`src/rtl/multdiv_unit_if.sv`:
```
// Handshake and data bundle between the execute stage and the iterative multiply/divide unit.
interface multdiv_unit_if #(
  parameter int unsigned WIDTH = 32
) ();
  logic             ctrl_MULT;
  logic             ctrl_DIV;
  logic [WIDTH-1:0] data_operandA;
  logic [WIDTH-1:0] data_operandB;
  logic [WIDTH-1:0] data_result;
  logic [WIDTH-1:0] data_remainder;
  logic             data_exception;
  logic             data_resultRDY;
  logic             busy;

  modport master (
    output ctrl_MULT, ctrl_DIV, data_operandA, data_operandB,
    input  data_result, data_remainder, data_exception, data_resultRDY, busy
  );

  modport slave (
    input  ctrl_MULT, ctrl_DIV, data_operandA, data_operandB,
    output data_result, data_remainder, data_exception, data_resultRDY, busy
  );
endinterface

```
`src/rtl/multdiv_unit.sv`:
```
// Iterative signed multiply (radix-2 Booth) / divide (restoring, on magnitudes) unit.
// Fixed latency: one-cycle ready strobe WIDTH+1 edges after the start edge.
module multdiv_unit #(
  parameter int unsigned WIDTH = 32,
  parameter int unsigned CNT_W = $clog2(WIDTH + 2)
) (
  input logic          clock,
  input logic          reset,
  multdiv_unit_if.slave bus
);

  typedef enum logic [2:0] {StIdle, StMul, StDiv, StFix, StDone} state_e;

  localparam logic [WIDTH-1:0] MinVal = {1'b1, {(WIDTH-1){1'b0}}};
  localparam logic [CNT_W-1:0] LastIt = CNT_W'(WIDTH - 1);

  state_e           state_q, state_d;
  logic [CNT_W-1:0] cnt_q, cnt_d;
  // Shared datapath: {hi[WIDTH:0], lo[WIDTH-1:0]} is the Booth product or {remainder, quotient}.
  logic [2*WIDTH:0] acc_q, acc_d;
  logic             qm1_q, qm1_d;
  logic [WIDTH-1:0] m_q, m_d;
  logic             is_div_q, is_div_d;
  logic             sign_a_q, sign_a_d;
  logic             sign_b_q, sign_b_d;
  logic             dz_q, dz_d;
  logic             ovf_q, ovf_d;
  logic [WIDTH-1:0] result_q, result_d;
  logic [WIDTH-1:0] rem_q, rem_d;
  logic             exc_q, exc_d;
  logic             rdy_q, rdy_d;
  logic             busy_q, busy_d;

  logic [WIDTH-1:0] abs_a, abs_b, q_mag, r_mag;
  logic [WIDTH:0]   hi_sum, r_sh, diff;

  always_comb begin
    abs_a = bus.data_operandA[WIDTH-1] ? -bus.data_operandA : bus.data_operandA;
    abs_b = bus.data_operandB[WIDTH-1] ? -bus.data_operandB : bus.data_operandB;

    unique case ({acc_q[0], qm1_q})
      2'b01:   hi_sum = acc_q[2*WIDTH:WIDTH] + {m_q[WIDTH-1], m_q};
      2'b10:   hi_sum = acc_q[2*WIDTH:WIDTH] - {m_q[WIDTH-1], m_q};
      default: hi_sum = acc_q[2*WIDTH:WIDTH];
    endcase

    r_sh  = {acc_q[2*WIDTH-1:WIDTH], acc_q[WIDTH-1]};
    diff  = r_sh - {1'b0, m_q};
    q_mag = acc_q[WIDTH-1:0];
    r_mag = acc_q[2*WIDTH-1:WIDTH];

    state_d  = state_q;
    cnt_d    = cnt_q;
    acc_d    = acc_q;
    qm1_d    = qm1_q;
    m_d      = m_q;
    is_div_d = is_div_q;
    sign_a_d = sign_a_q;
    sign_b_d = sign_b_q;
    dz_d     = dz_q;
    ovf_d    = ovf_q;
    result_d = result_q;
    rem_d    = rem_q;
    exc_d    = exc_q;
    rdy_d    = 1'b0;
    busy_d   = busy_q;

    unique case (state_q)
      StIdle: begin
        if (bus.ctrl_MULT || bus.ctrl_DIV) begin
          busy_d   = 1'b1;
          cnt_d    = '0;
          qm1_d    = 1'b0;
          is_div_d = ~bus.ctrl_MULT;
          sign_a_d = bus.data_operandA[WIDTH-1];
          sign_b_d = bus.data_operandB[WIDTH-1];
          if (bus.ctrl_MULT) begin
            state_d = StMul;
            m_d     = bus.data_operandA;
            acc_d   = {{(WIDTH+1){1'b0}}, bus.data_operandB};
            dz_d    = 1'b0;
            ovf_d   = 1'b0;
          end else begin
            state_d = StDiv;
            m_d     = abs_b;
            acc_d   = {{(WIDTH+1){1'b0}}, abs_a};
            dz_d    = (bus.data_operandB == '0);
            ovf_d   = (bus.data_operandA == MinVal) && (&bus.data_operandB);
          end
        end
      end
      StMul: begin
        acc_d = {hi_sum[WIDTH], hi_sum, acc_q[WIDTH-1:1]};
        qm1_d = acc_q[0];
        cnt_d = cnt_q + 1'b1;
        if (cnt_q == LastIt) state_d = StFix;
      end
      StDiv: begin
        if (!diff[WIDTH]) acc_d = {diff, acc_q[WIDTH-2:0], 1'b1};
        else              acc_d = {r_sh, acc_q[WIDTH-2:0], 1'b0};
        cnt_d = cnt_q + 1'b1;
        if (cnt_q == LastIt) state_d = StFix;
      end
      StFix: begin
        if (!is_div_q) begin
          result_d = acc_q[WIDTH-1:0];
          rem_d    = '0;
          // Product fits in WIDTH bits only if its top WIDTH+1 bits are a pure sign extension.
          exc_d    = ~((&acc_q[2*WIDTH-1:WIDTH-1]) | ~(|acc_q[2*WIDTH-1:WIDTH-1]));
        end else if (dz_q) begin
          result_d = '0;
          rem_d    = '0;
          exc_d    = 1'b1;
        end else begin
          result_d = (sign_a_q ^ sign_b_q) ? -q_mag : q_mag;
          rem_d    = sign_a_q ? -r_mag : r_mag;
          exc_d    = ovf_q;
        end
        rdy_d   = 1'b1;
        state_d = StDone;
      end
      StDone: begin
        busy_d  = 1'b0;
        state_d = StIdle;
      end
      default: state_d = StIdle;
    endcase
  end

  always_ff @(posedge clock or posedge reset) begin
    if (reset) begin
      state_q  <= StIdle;
      cnt_q    <= '0;
      acc_q    <= '0;
      qm1_q    <= 1'b0;
      m_q      <= '0;
      is_div_q <= 1'b0;
      sign_a_q <= 1'b0;
      sign_b_q <= 1'b0;
      dz_q     <= 1'b0;
      ovf_q    <= 1'b0;
      result_q <= '0;
      rem_q    <= '0;
      exc_q    <= 1'b0;
      rdy_q    <= 1'b0;
      busy_q   <= 1'b0;
    end else begin
      state_q  <= state_d;
      cnt_q    <= cnt_d;
      acc_q    <= acc_d;
      qm1_q    <= qm1_d;
      m_q      <= m_d;
      is_div_q <= is_div_d;
      sign_a_q <= sign_a_d;
      sign_b_q <= sign_b_d;
      dz_q     <= dz_d;
      ovf_q    <= ovf_d;
      result_q <= result_d;
      rem_q    <= rem_d;
      exc_q    <= exc_d;
      rdy_q    <= rdy_d;
      busy_q   <= busy_d;
    end
  end

  assign bus.data_result    = result_q;
  assign bus.data_remainder = rem_q;
  assign bus.data_exception = exc_q;
  assign bus.data_resultRDY = rdy_q;
  assign bus.busy           = busy_q;

endmodule
```
`src/flat_wrapper.sv`:
```
// flat-port wrapper written by rule: the top's interface ports become plain ports
module multdiv_unit_flat 
#(
  parameter int unsigned WIDTH = 32,
  parameter int unsigned CNT_W = $clog2(WIDTH + 2)
)
  (clock, reset, bus_ctrl_MULT, bus_ctrl_DIV, bus_data_operandA, bus_data_operandB, bus_data_result, bus_data_remainder, bus_data_exception, bus_data_resultRDY, bus_busy);
  multdiv_unit_if #(.WIDTH(WIDTH)) bus_i ();
  input logic clock;
  input logic reset;
  input wire logic [$bits(bus_i.ctrl_MULT)-1:0] bus_ctrl_MULT;
  input wire logic [$bits(bus_i.ctrl_DIV)-1:0] bus_ctrl_DIV;
  input wire logic [$bits(bus_i.data_operandA)-1:0] bus_data_operandA;
  input wire logic [$bits(bus_i.data_operandB)-1:0] bus_data_operandB;
  output wire logic [$bits(bus_i.data_result)-1:0] bus_data_result;
  output wire logic [$bits(bus_i.data_remainder)-1:0] bus_data_remainder;
  output wire logic [$bits(bus_i.data_exception)-1:0] bus_data_exception;
  output wire logic [$bits(bus_i.data_resultRDY)-1:0] bus_data_resultRDY;
  output wire logic [$bits(bus_i.busy)-1:0] bus_busy;
  assign bus_i.ctrl_MULT = bus_ctrl_MULT;
  assign bus_i.ctrl_DIV = bus_ctrl_DIV;
  assign bus_i.data_operandA = bus_data_operandA;
  assign bus_i.data_operandB = bus_data_operandB;
  assign bus_data_result = bus_i.data_result;
  assign bus_data_remainder = bus_i.data_remainder;
  assign bus_data_exception = bus_i.data_exception;
  assign bus_data_resultRDY = bus_i.data_resultRDY;
  assign bus_busy = bus_i.busy;
  multdiv_unit #(.WIDTH(WIDTH), .CNT_W(CNT_W)) u_core (.clock(clock), .reset(reset), .bus(bus_i));
endmodule
```
`config.mk`:
```
export PLATFORM = sky130hd
export DESIGN_NAME = multdiv_unit_flat
export DESIGN_NICKNAME = d
export VERILOG_FILES = /design/src/rtl/multdiv_unit_if.sv /design/src/rtl/multdiv_unit.sv /design/src/flat_wrapper.sv
export SDC_FILE = /design/constraint.sdc
export NUM_CORES = 1
export LEC_CHECK = 0
export BUFFER_PORTS_ARGS = -buffer_cell sky130_fd_sc_hd__buf_2
export CORE_ASPECT_RATIO = 1.2
export CORE_MARGIN = 10
export CORE_UTILIZATION = 61
export DETAILED_ROUTE_END_ITERATION = 10
export PLACE_DENSITY = 0.8
export REMOVE_ABC_BUFFERS = 1
export SLEW_MARGIN = 20
export SYNTH_ARGS = -nofsm -noshare
export SYNTH_HDL_FRONTEND = slang
export SYNTH_SLANG_ARGS = --single-unit
```
`constraint.sdc`:
```
create_clock -name clock -period 7.2 [get_ports clock]
set_input_delay 0.36 -clock clock [delete_from_list [all_inputs] [get_ports clock]]
set_output_delay 0.36 -clock clock [all_outputs]
set_load 0.05 [all_outputs]
```
# After elaboration in Yosys (flattened, before gate mapping)
# Cells that the tools add are included.
[op_classes]
n_mux = 29
n_reduce_logical = 18
addsub = 8
n_eq_ne = 10
n_bitwise = 5
[op_table]
columns = ["operator", "n"]
rows = [
  ["32-bit two-way mux", 10],
  ["65-bit case mux with 3 select lines", 1],
  ["65-bit two-way mux", 2],
  ["32-bit negation", 4],
  ["33-bit case mux with 2 select lines", 1],
  ["33-bit adder", 1],
  ["33-bit AND reduction", 1],
  ["33-bit OR reduction", 1],
  ["33-bit by 32-bit subtractor with 33-bit output", 1],
  ["33-bit subtractor", 1],
  ["32-bit equality test (second input constant)", 1],
  ["32-bit logical NOT", 1],
  ["32-bit AND reduction", 1],
  ["6-bit case mux with 2 select lines", 1],
  ["2-bit AND reduction", 6],
  ["3-bit case mux with 3 select lines", 1],
  ["1-bit two-way mux", 7],
  ["6-bit by 1-bit adder with 6-bit output (second input constant)", 1],
  ["3-bit by 2-bit equality test with 1-bit output (second input constant)", 2],
  ["6-bit by 5-bit equality test with 1-bit output (second input constant)", 1],
  ["3-bit two-way mux", 2],
  ["6-bit two-way mux", 1],
  ["2-bit nonzero test", 3],
  ["2-bit by 1-bit inequality test with 1-bit output (second input constant)", 2],
  ["other kinds (14)", 17],
]
[word_totals]
output_inout_bits = 67
register_bits = 179
inputBits = 68
wordCells = 85

# Logic depth before layout (Yosys ltp)
# Gate-level depths: netlist of run 1.
[logic_depth]
word_depth = 5
depth_mapped = 21
mapped_depth_nobuf = 20

# Worst setup path before layout of run 1
# No wires, ideal clock.
[synth_timing]
path_type = "register -> register"
start = "reg u_core.m_q[7]"
end = "reg u_core.acc_q[63]"
period_less_slack_ns = 4.440
required_ns = 7.058
n_path_buf = 0
stages_incl_launch_ff = 17
arrival_time_ns = 4.299
path_slack_ns = 2.760
setup_time_ns = 0.142
cell_sequence = "dfrtp_1 > or4_1 > nand4b_1 > or4_4 > nor4_4 > o21ai_0 > xnor2_1 > ha_1 > and3_1 > o211a_1 > a32oi_1 > o31ai_1 > o41ai_1 > o31ai_1 > a41oi_1 > xnor2_1 > o2111ai_1"
[synth_between]
elab_chain_cells = 3
word_cells_on_any_way = 6
cone_classes = "3 x add/sub; 3 x mux"
[synth_rtl]
columns = ["item", "line_no", "rtl"]
rows = [
  ["from (decl)", "multdiv_unit.sv:22", "logic [WIDTH-1:0] m_q, m_d;"],
  ["from (signal assigned)", "multdiv_unit.sv:152", "m_q <= m_d;"],
  ["33-bit subtractor (tied with other cells)", "multdiv_unit.sv:43", "2'b10: hi_sum = acc_q[2*WIDTH:WIDTH] - {m_q[WIDTH-1], m_q};"],
  ["33-bit case mux with 2 select lines or 65-bit two-way mux (tied branches)", "multdiv_unit.sv:41, multdiv_unit.sv:99", ""],
  ["65-bit case mux with 3 select lines (*)", "multdiv_unit.sv:68", "unique case (state_q)"],
  ["to (signal assigned)", "multdiv_unit.sv:134", "acc_q <= '0;"],
  ["to (signal assigned)", "multdiv_unit.sv:150", "acc_q <= acc_d;"],
  ["to (decl)", "multdiv_unit.sv:20", "logic [2*WIDTH:0] acc_q, acc_d;"],
]
# Every way passes the cells marked *; elsewhere a longest branch is shown, timed or not.
# A chain may end at the register's enable or synchronous reset.

# Final worst setup path of run 1
[layout_timing]
start = "reg u_core.acc_q[31]"
end = "reg u_core.acc_q[61]"
[layout_between]
elab_chain_cells = 3
[layout_rtl]
columns = ["item", "line_no", "rtl"]
rows = [
  ["33-bit by 32-bit subtractor with 33-bit output", "multdiv_unit.sv:48", "diff = r_sh - {1'b0, m_q};"],
  ["65-bit two-way mux", "multdiv_unit.sv:99", "if (!diff[WIDTH]) acc_d = {diff, acc_q[WIDTH-2:0], 1'b1};"],
  ["65-bit case mux with 3 select lines", "multdiv_unit.sv:68", ""],
]
# No other way between the ends.

==> results of run 1 <==
-- routing by layer --
metal	share of wire [%]	global-route usage, %	up-vias
li1	-	-	6784
met5	0	0	-
met1	39	36.5	6770
met4	5.0	14.8	0
met2	48	50.7	647
met3	8.1	6.63	156
-- final cells by class --
cell class	instances	area, sq um
fill	2034	7760
tap	320	400
sequential	179	4480
clock buffer	19	453
clock inverter	13	171
timing repair buffer	150	805
antenna	1	2.50
multi-input combinational	1469	9650
inverter	65	249
-- worst paths after layout --
kind / start / to / slack, ns / cells after the start
min in group clock: bus_data_operandA[0] / u_core.m_q[0] / 0.27 / 3
hold reg to reg: u_core.bus.data_remainder[14] / u_core.bus.data_remainder[14] / 0.47 / 2
max in group asynchronous: reset / u_core.bus.data_remainder[24] / 5.85 / 3
setup reg to reg: u_core.acc_q[31] / u_core.acc_q[61] / 1.34 / 20
setup / recovery: u_core.acc_q[31] / u_core.acc_q[61] / 1.34 / 20
hold / removal: reset / u_core.acc_q[27] / 0.08 / 2
-- cells by family after synthesis --
| logic type | synth area share, % |
|---|---|
| DFF | 30.2 |
| muxes | 1.91 |
| buffers and inverters | 4.97 |
| adders and majority gates | 6.42 |
| AOI/OAI and AO/OA | 26.7 |
| and+or+nand+nor | 17.6 |
| xor gates and xnor gates | 12.2 |
-- flip-flops by register name, indices dropped and copies added (netlist names) --
name and cells:
u_core.bus.data_exception 1, u_core.dz_q 1, u_core.bus.data_remainder 32, u_core.is_div_q 1, u_core.bus.data_result 32, u_core.sign_b_q 1
u_core.bus.data_resultRDY 1, u_core.sign_a_q 1, u_core.m_q 32, u_core.state_q 3, u_core.qm1_q 1, u_core.cnt_q 6
u_core.bus.busy 1, u_core.ovf_q 1, u_core.acc_q 65
-- power breakdown --
group	leakage, nW	total (mW)	switching [mW]	internal, mW
registers	2.29	2.10	0.651	1.45
clock network	0.307	1.02	0.444	0.572
logic	4.56	6.50	4.01	2.49
total	7.15	9.62	5.10	4.51
-- placed cells by master, fill, tap and decap left out, types with 25 or more instances in the layout --
cell type,instances
nand2_1,242
buf_2,133
a22o_1,37
mux2i_1,25
nand4_1,25
a21oi_1,101
dfrtp_1,179
xnor2_1,89
xor2_1,117
inv_1,64
ha_1,72
nor2_1,116
o31ai_1,42
o21ai_0,214
-- synth_stat cells, drive strengths merged, types with 16 or more instances --
cell type and number:
a21o 21, nand4 25, dfrtp 179, o21ai 221, nor4 19, xnor2 89
nor2 117, clkbuf 114, a21oi 102, nor3 21, nand2b 20, nand3 20
a22o 37, inv 65, o211ai 18, xor2 117, a221oi 20, a31oi 22
nand2 242, o31ai 42, or4 16, mux2i 25, ha 73, o41ai 20
-- per-stage QoR --
step	area [sq um]	power, mW
finish	16200	9.62
global route	16200	10.3
CTS	16200	9.50
detailed placement	15600	8.44
global placement	15600	8.33
floorplan	14300	6.79
==> results_dict.tcl, run 1 <==
set metrics [dict create \
    finClkSkew_ns 0.0103 \
    areaGrowthSynthToFinish_pct 9.25 \
    final_nets 2025 \
    drv_slew 0 \
    p_per_area_nw_per_um2 593 \
    via_per_inst 6.48 \
    cts_hold_buf 0 \
    grt_pass1_wl_um 76700 \
    grt_pass1_vias 14200 \
    crit_type "reg -> reg" \
    synth_ff_type "dfrtp_1" \
    path_cells "inv_1 -> ha_1 -> inv_1 -> fa_1 -> a21o_1 -> a221oi_1 -> a221oi_1 -> o21ai_0 -> a211oi_1 -> o2bb2ai_1 -> or2_2 -> a21oi_1 -> o21ai_0 -> ha_1 -> nor2_1 -> a32o_1 -> a211oi_1 -> o311ai_0 -> o22ai_1 -> o311ai_0" \
    overflow 0 \
    drtPass1Iterations 8 \
    placement.io_buffers 134 \
    synthTopCellsByArea "dfrtp_1 (30%), o21ai_0 (7.2%), xor2_1 (6.9%)" \
    wire_per_inst_um 21.4 \
    yosysTopAreaCell "dfrtp_1" \
    clk_latency_ns 0.45 \
    cts.sinks 179 \
    place.gp.congestion 1.01 \
    crit_fanout 16 \
    status "finished, final reports clean" \
    endpoint_kind "register" \
    ios 135 \
    dp_hpwl_um 35200 \
    crit_path_top_delay_cell "ha_1" \
    core_area_sq_um 24000 \
    synth.cell_area_sq_um 14800 \
    finish.utilization_pct 67.6 \
    dp_slack_ns 1.52 \
    cts_buffers 17 \
    required_ns 7.47 \
    startpoint_type "register" \
    postRouteAntennaNets 0 \
    clockBufferDepth 2 \
    period_share_pct 81.4 \
    post_cts_resized 0 \
    cts_setup_buffers 0 \
    period_needed_ns 5.86 \
    drt_wl_total_um 47400 \
    async_flop_share_pct 100 \
    die_w_um 162 \
    cp_slowest_stage_delay_ns 0.78 \
    hold_viol 0 \
    final_cell_count_no_fill 2216 \
    cap_violations 0 \
    arrival_ns 6.13 \
    holdCritPathClass "in -> async" \
    synth-seq-cells 179 \
    grt_max_degree 101 \
    ys.warnings.count 0 \
    maxSlewHeadroom_pct 30.2 \
    die_area_sq_um 31000 \
    avgSynthCellArea_sq_um 8.06 \
    clk_pin_slew_ns 0.07 \
    cp_num_buf_inv 2 \
    post-place-cells 2183 \
    antenna_found_initial 2 \
    max_freq_ghz 0.171 \
    drc 0 \
    whs_ns 0.0812 \
    yosysSeqAreaShare_pct 30.2 \
    final-setup-viol-count 0 \
    drive_above_1_share_pct 11.5 \
    synth_top_area_share_pct 30.2 \
    grt_usage_pct 30.5 \
    worst_slack_ns 1.34 \
    tightest_slew_ns 1.04 \
    rsz0062_at_grt "false" \
    start_util_pct 61.9 \
    via_count 14400 \
    synth_cells 1840 \
    fp.dieH_um 191 \
    synth_edf_count 0 \
    cp_top_family "compound AO/OA/AOI/OAI gates" \
    yosys.cell_types.count 76 \
    cts_root_buffer "clkbuf_16" \
    fin_tns_setup_ns 0 \
    cts_tree "yes" \
    cts_max_level 4 \
    drt_iter0_markers 1389 \
    rows 62 \
    vdd_drop_max_mv 0.298 \
    leakage_nw 7.15 \
]
Power figures use the tool's default switching activity.
==> inputs of run 2 (changes only) <==
==> constraint.sdc (replaced) <==
create_clock -name clock -period 5.7 [get_ports clock]
set_input_delay 0.285 -clock clock [delete_from_list [all_inputs] [get_ports clock]]
set_output_delay 0.285 -clock clock [all_outputs]
set_load 0.05 [all_outputs]
==> results_dict.tcl, run 2 (synthesis gave the netlist of run 1 again) <==
set metrics [dict create \
    status "finished, final reports clean" \
    via_count 14100 \
    holdCritPathClass "in -> reg" \
    worstReg2RegStart "u_core.m_q[7]" \
    top_register "u_core.acc_q" \
    cts.sinks 179 \
    rr_worst_depth 16 \
    drt_wl_total_um 45100 \
    via_per_inst 6.34 \
    final_cell_mix "nand2_1 (242), o21ai_0 (214), dfrtp_1 (179)" \
    core_area_sq_um 24000 \
    fill_cells 2011 \
    min_from "bus_data_operandA[21]" \
    placement.io_buffers 134 \
    arrival_ns 5.38 \
    largest_reg_flops 65 \
    final-setup-viol-count 0 \
    dp_slack_ns 0.652 \
    final_nets 2036 \
    hold_viol 0 \
    cts_buffers 17 \
    drt_iter0_markers 1286 \
    post_cts_resized 0 \
    tightest_slew_ns 1.05 \
    fp.dieH_um 191 \
    cts_root_buffer "clkbuf_16" \
    design_area_sq_um 16200 \
    final_common_cell "nand2_1" \
    rows 62 \
    grt_usage_pct 29.1 \
    clockBufferDepth 2 \
    drt-met1-wl_um 18200 \
    multi_input_area_sq_um 9650 \
    postRouteAntennaNets 0 \
    period_needed_ns 5.07 \
    final_cell_count_no_fill 2227 \
    maxSlewHeadroom_pct 30.1 \
    rsz0062_at_grt "false" \
    overflow 0 \
    die_area_sq_um 31000 \
    wl_met3_um 3530 \
    r2r_end "u_core.acc_q[63]" \
    start_util_pct 61.9 \
    highest_layer "met4" \
    drive_above_1_share_pct 11.9 \
    rrSetupSlack_ns 0.63 \
    power.total_mw 11.9 \
    cts_tree "yes" \
    holdPathStages 3 \
    endpoint_kind "register" \
    dp_hpwl_um 33800 \
    register_area_sq_um 4480 \
    place.gp.congestion 0.968 \
    areaGrowthSynthToFinish_pct 9.28 \
    crit_fanout 6 \
    place_area_sq_um 15600 \
    vdd_drop_max_mv 0.343 \
    drv_slew 0 \
    leakage_nw 7.17 \
    required_ns 6.01 \
    max_freq_ghz 0.197 \
    post-place-cells 2192 \
    grt_pass1_vias 13900 \
    worst_slack_ns 0.629 \
    finClkSkew_ns 0.0114 \
    wire_per_inst_um 20.3 \
    ios 135 \
    grt_max_degree 71 \
    wl_met2_um 21500 \
    clk_pin_slew_ns 0.08 \
    p_per_area_nw_per_um2 733 \
    antenna_found_initial 1 \
    clk_latency_ns 0.45 \
    crit_type "reg -> reg" \
    drtPass1Iterations 6 \
    finish.utilization_pct 67.6 \
    grt_pass1_wl_um 73400 \
    min_to "u_core.m_q[21]" \
    drc 0 \
    cts_max_level 4 \
    die_w_um 162 \
    cap_violations 0 \
    startpoint_type "register" \
    period_share_pct 89.0 \
]
==> run 2: where the power goes <==
group	internal, mW	total (mW)	switching (mW)
registers	1.83	2.62	0.790
logic	3.17	8.11	4.93
clock network	0.574	1.16	0.585
==> run 2: routing by layer <==
layer  GRT usage (%)  up-vias
met1            35.2     6627
met2            48.1      591
met3            6.57      116
met4            13.9        0
li1                -     6796
met5               0        -
==> run 2: cell type report <==
type                    instances  area share (%)
clock buffers                  18            2.65
clock inverters                14           0.741
multi-input cells            1469            59.5
repair buffers                161            5.46
diodes                          1          0.0154
inverters                      65            1.54
flip-flops and latches        179            27.6
well taps                     320            2.47
==> run 2: how the worst max path moves through the flow <==
stage	to	start
after detailed placement	u_core.acc_q[63]	u_core.m_q[7]
after global routing	u_core.acc_q[63]	u_core.m_q[7]
final	u_core.acc_q[63]	u_core.m_q[7]
after global placement	u_core.acc_q[63]	u_core.m_q[7]
after CTS	u_core.acc_q[63]	u_core.m_q[7]
after floorplan	u_core.acc_q[53]	u_core.state_q[0]
==> run 2: worst max-delay path, cell delays in order (launching register included) <==
cell and delay (ns):
dfrtp_1 0.40, or4_1 0.57, nand4b_1 0.26, or4_4 0.48, nor4_4 0.27, o21ai_0 0.23
xnor2_1 0.24, ha_1 0.30, and3_1 0.23, o211a_1 0.13, a32oi_1 0.18, o31ai_1 0.13
o41ai_1 0.64, o31ai_1 0.26, a41oi_1 0.31, xnor2_1 0.17, o2111ai_1 0.12
==> run 2: repair_timing <==
action                                  in CTS  in global routing
setup buffers                                0                  0
endpoints found under the setup margin       0                  0
hold buffers                                 1                  0
hold endpoints to repair                    53                  0
==> run 2: per-stage QoR <==
step / hold WS, ns / setup TNS, ns
after CTS: 0.186 / 0
final: 0.190 / 0
after detailed placement: 0.341 / 0
after global placement: 0.340 / 0
after global routing: 0.206 / 0
after floorplan: 0.390 / -42.03
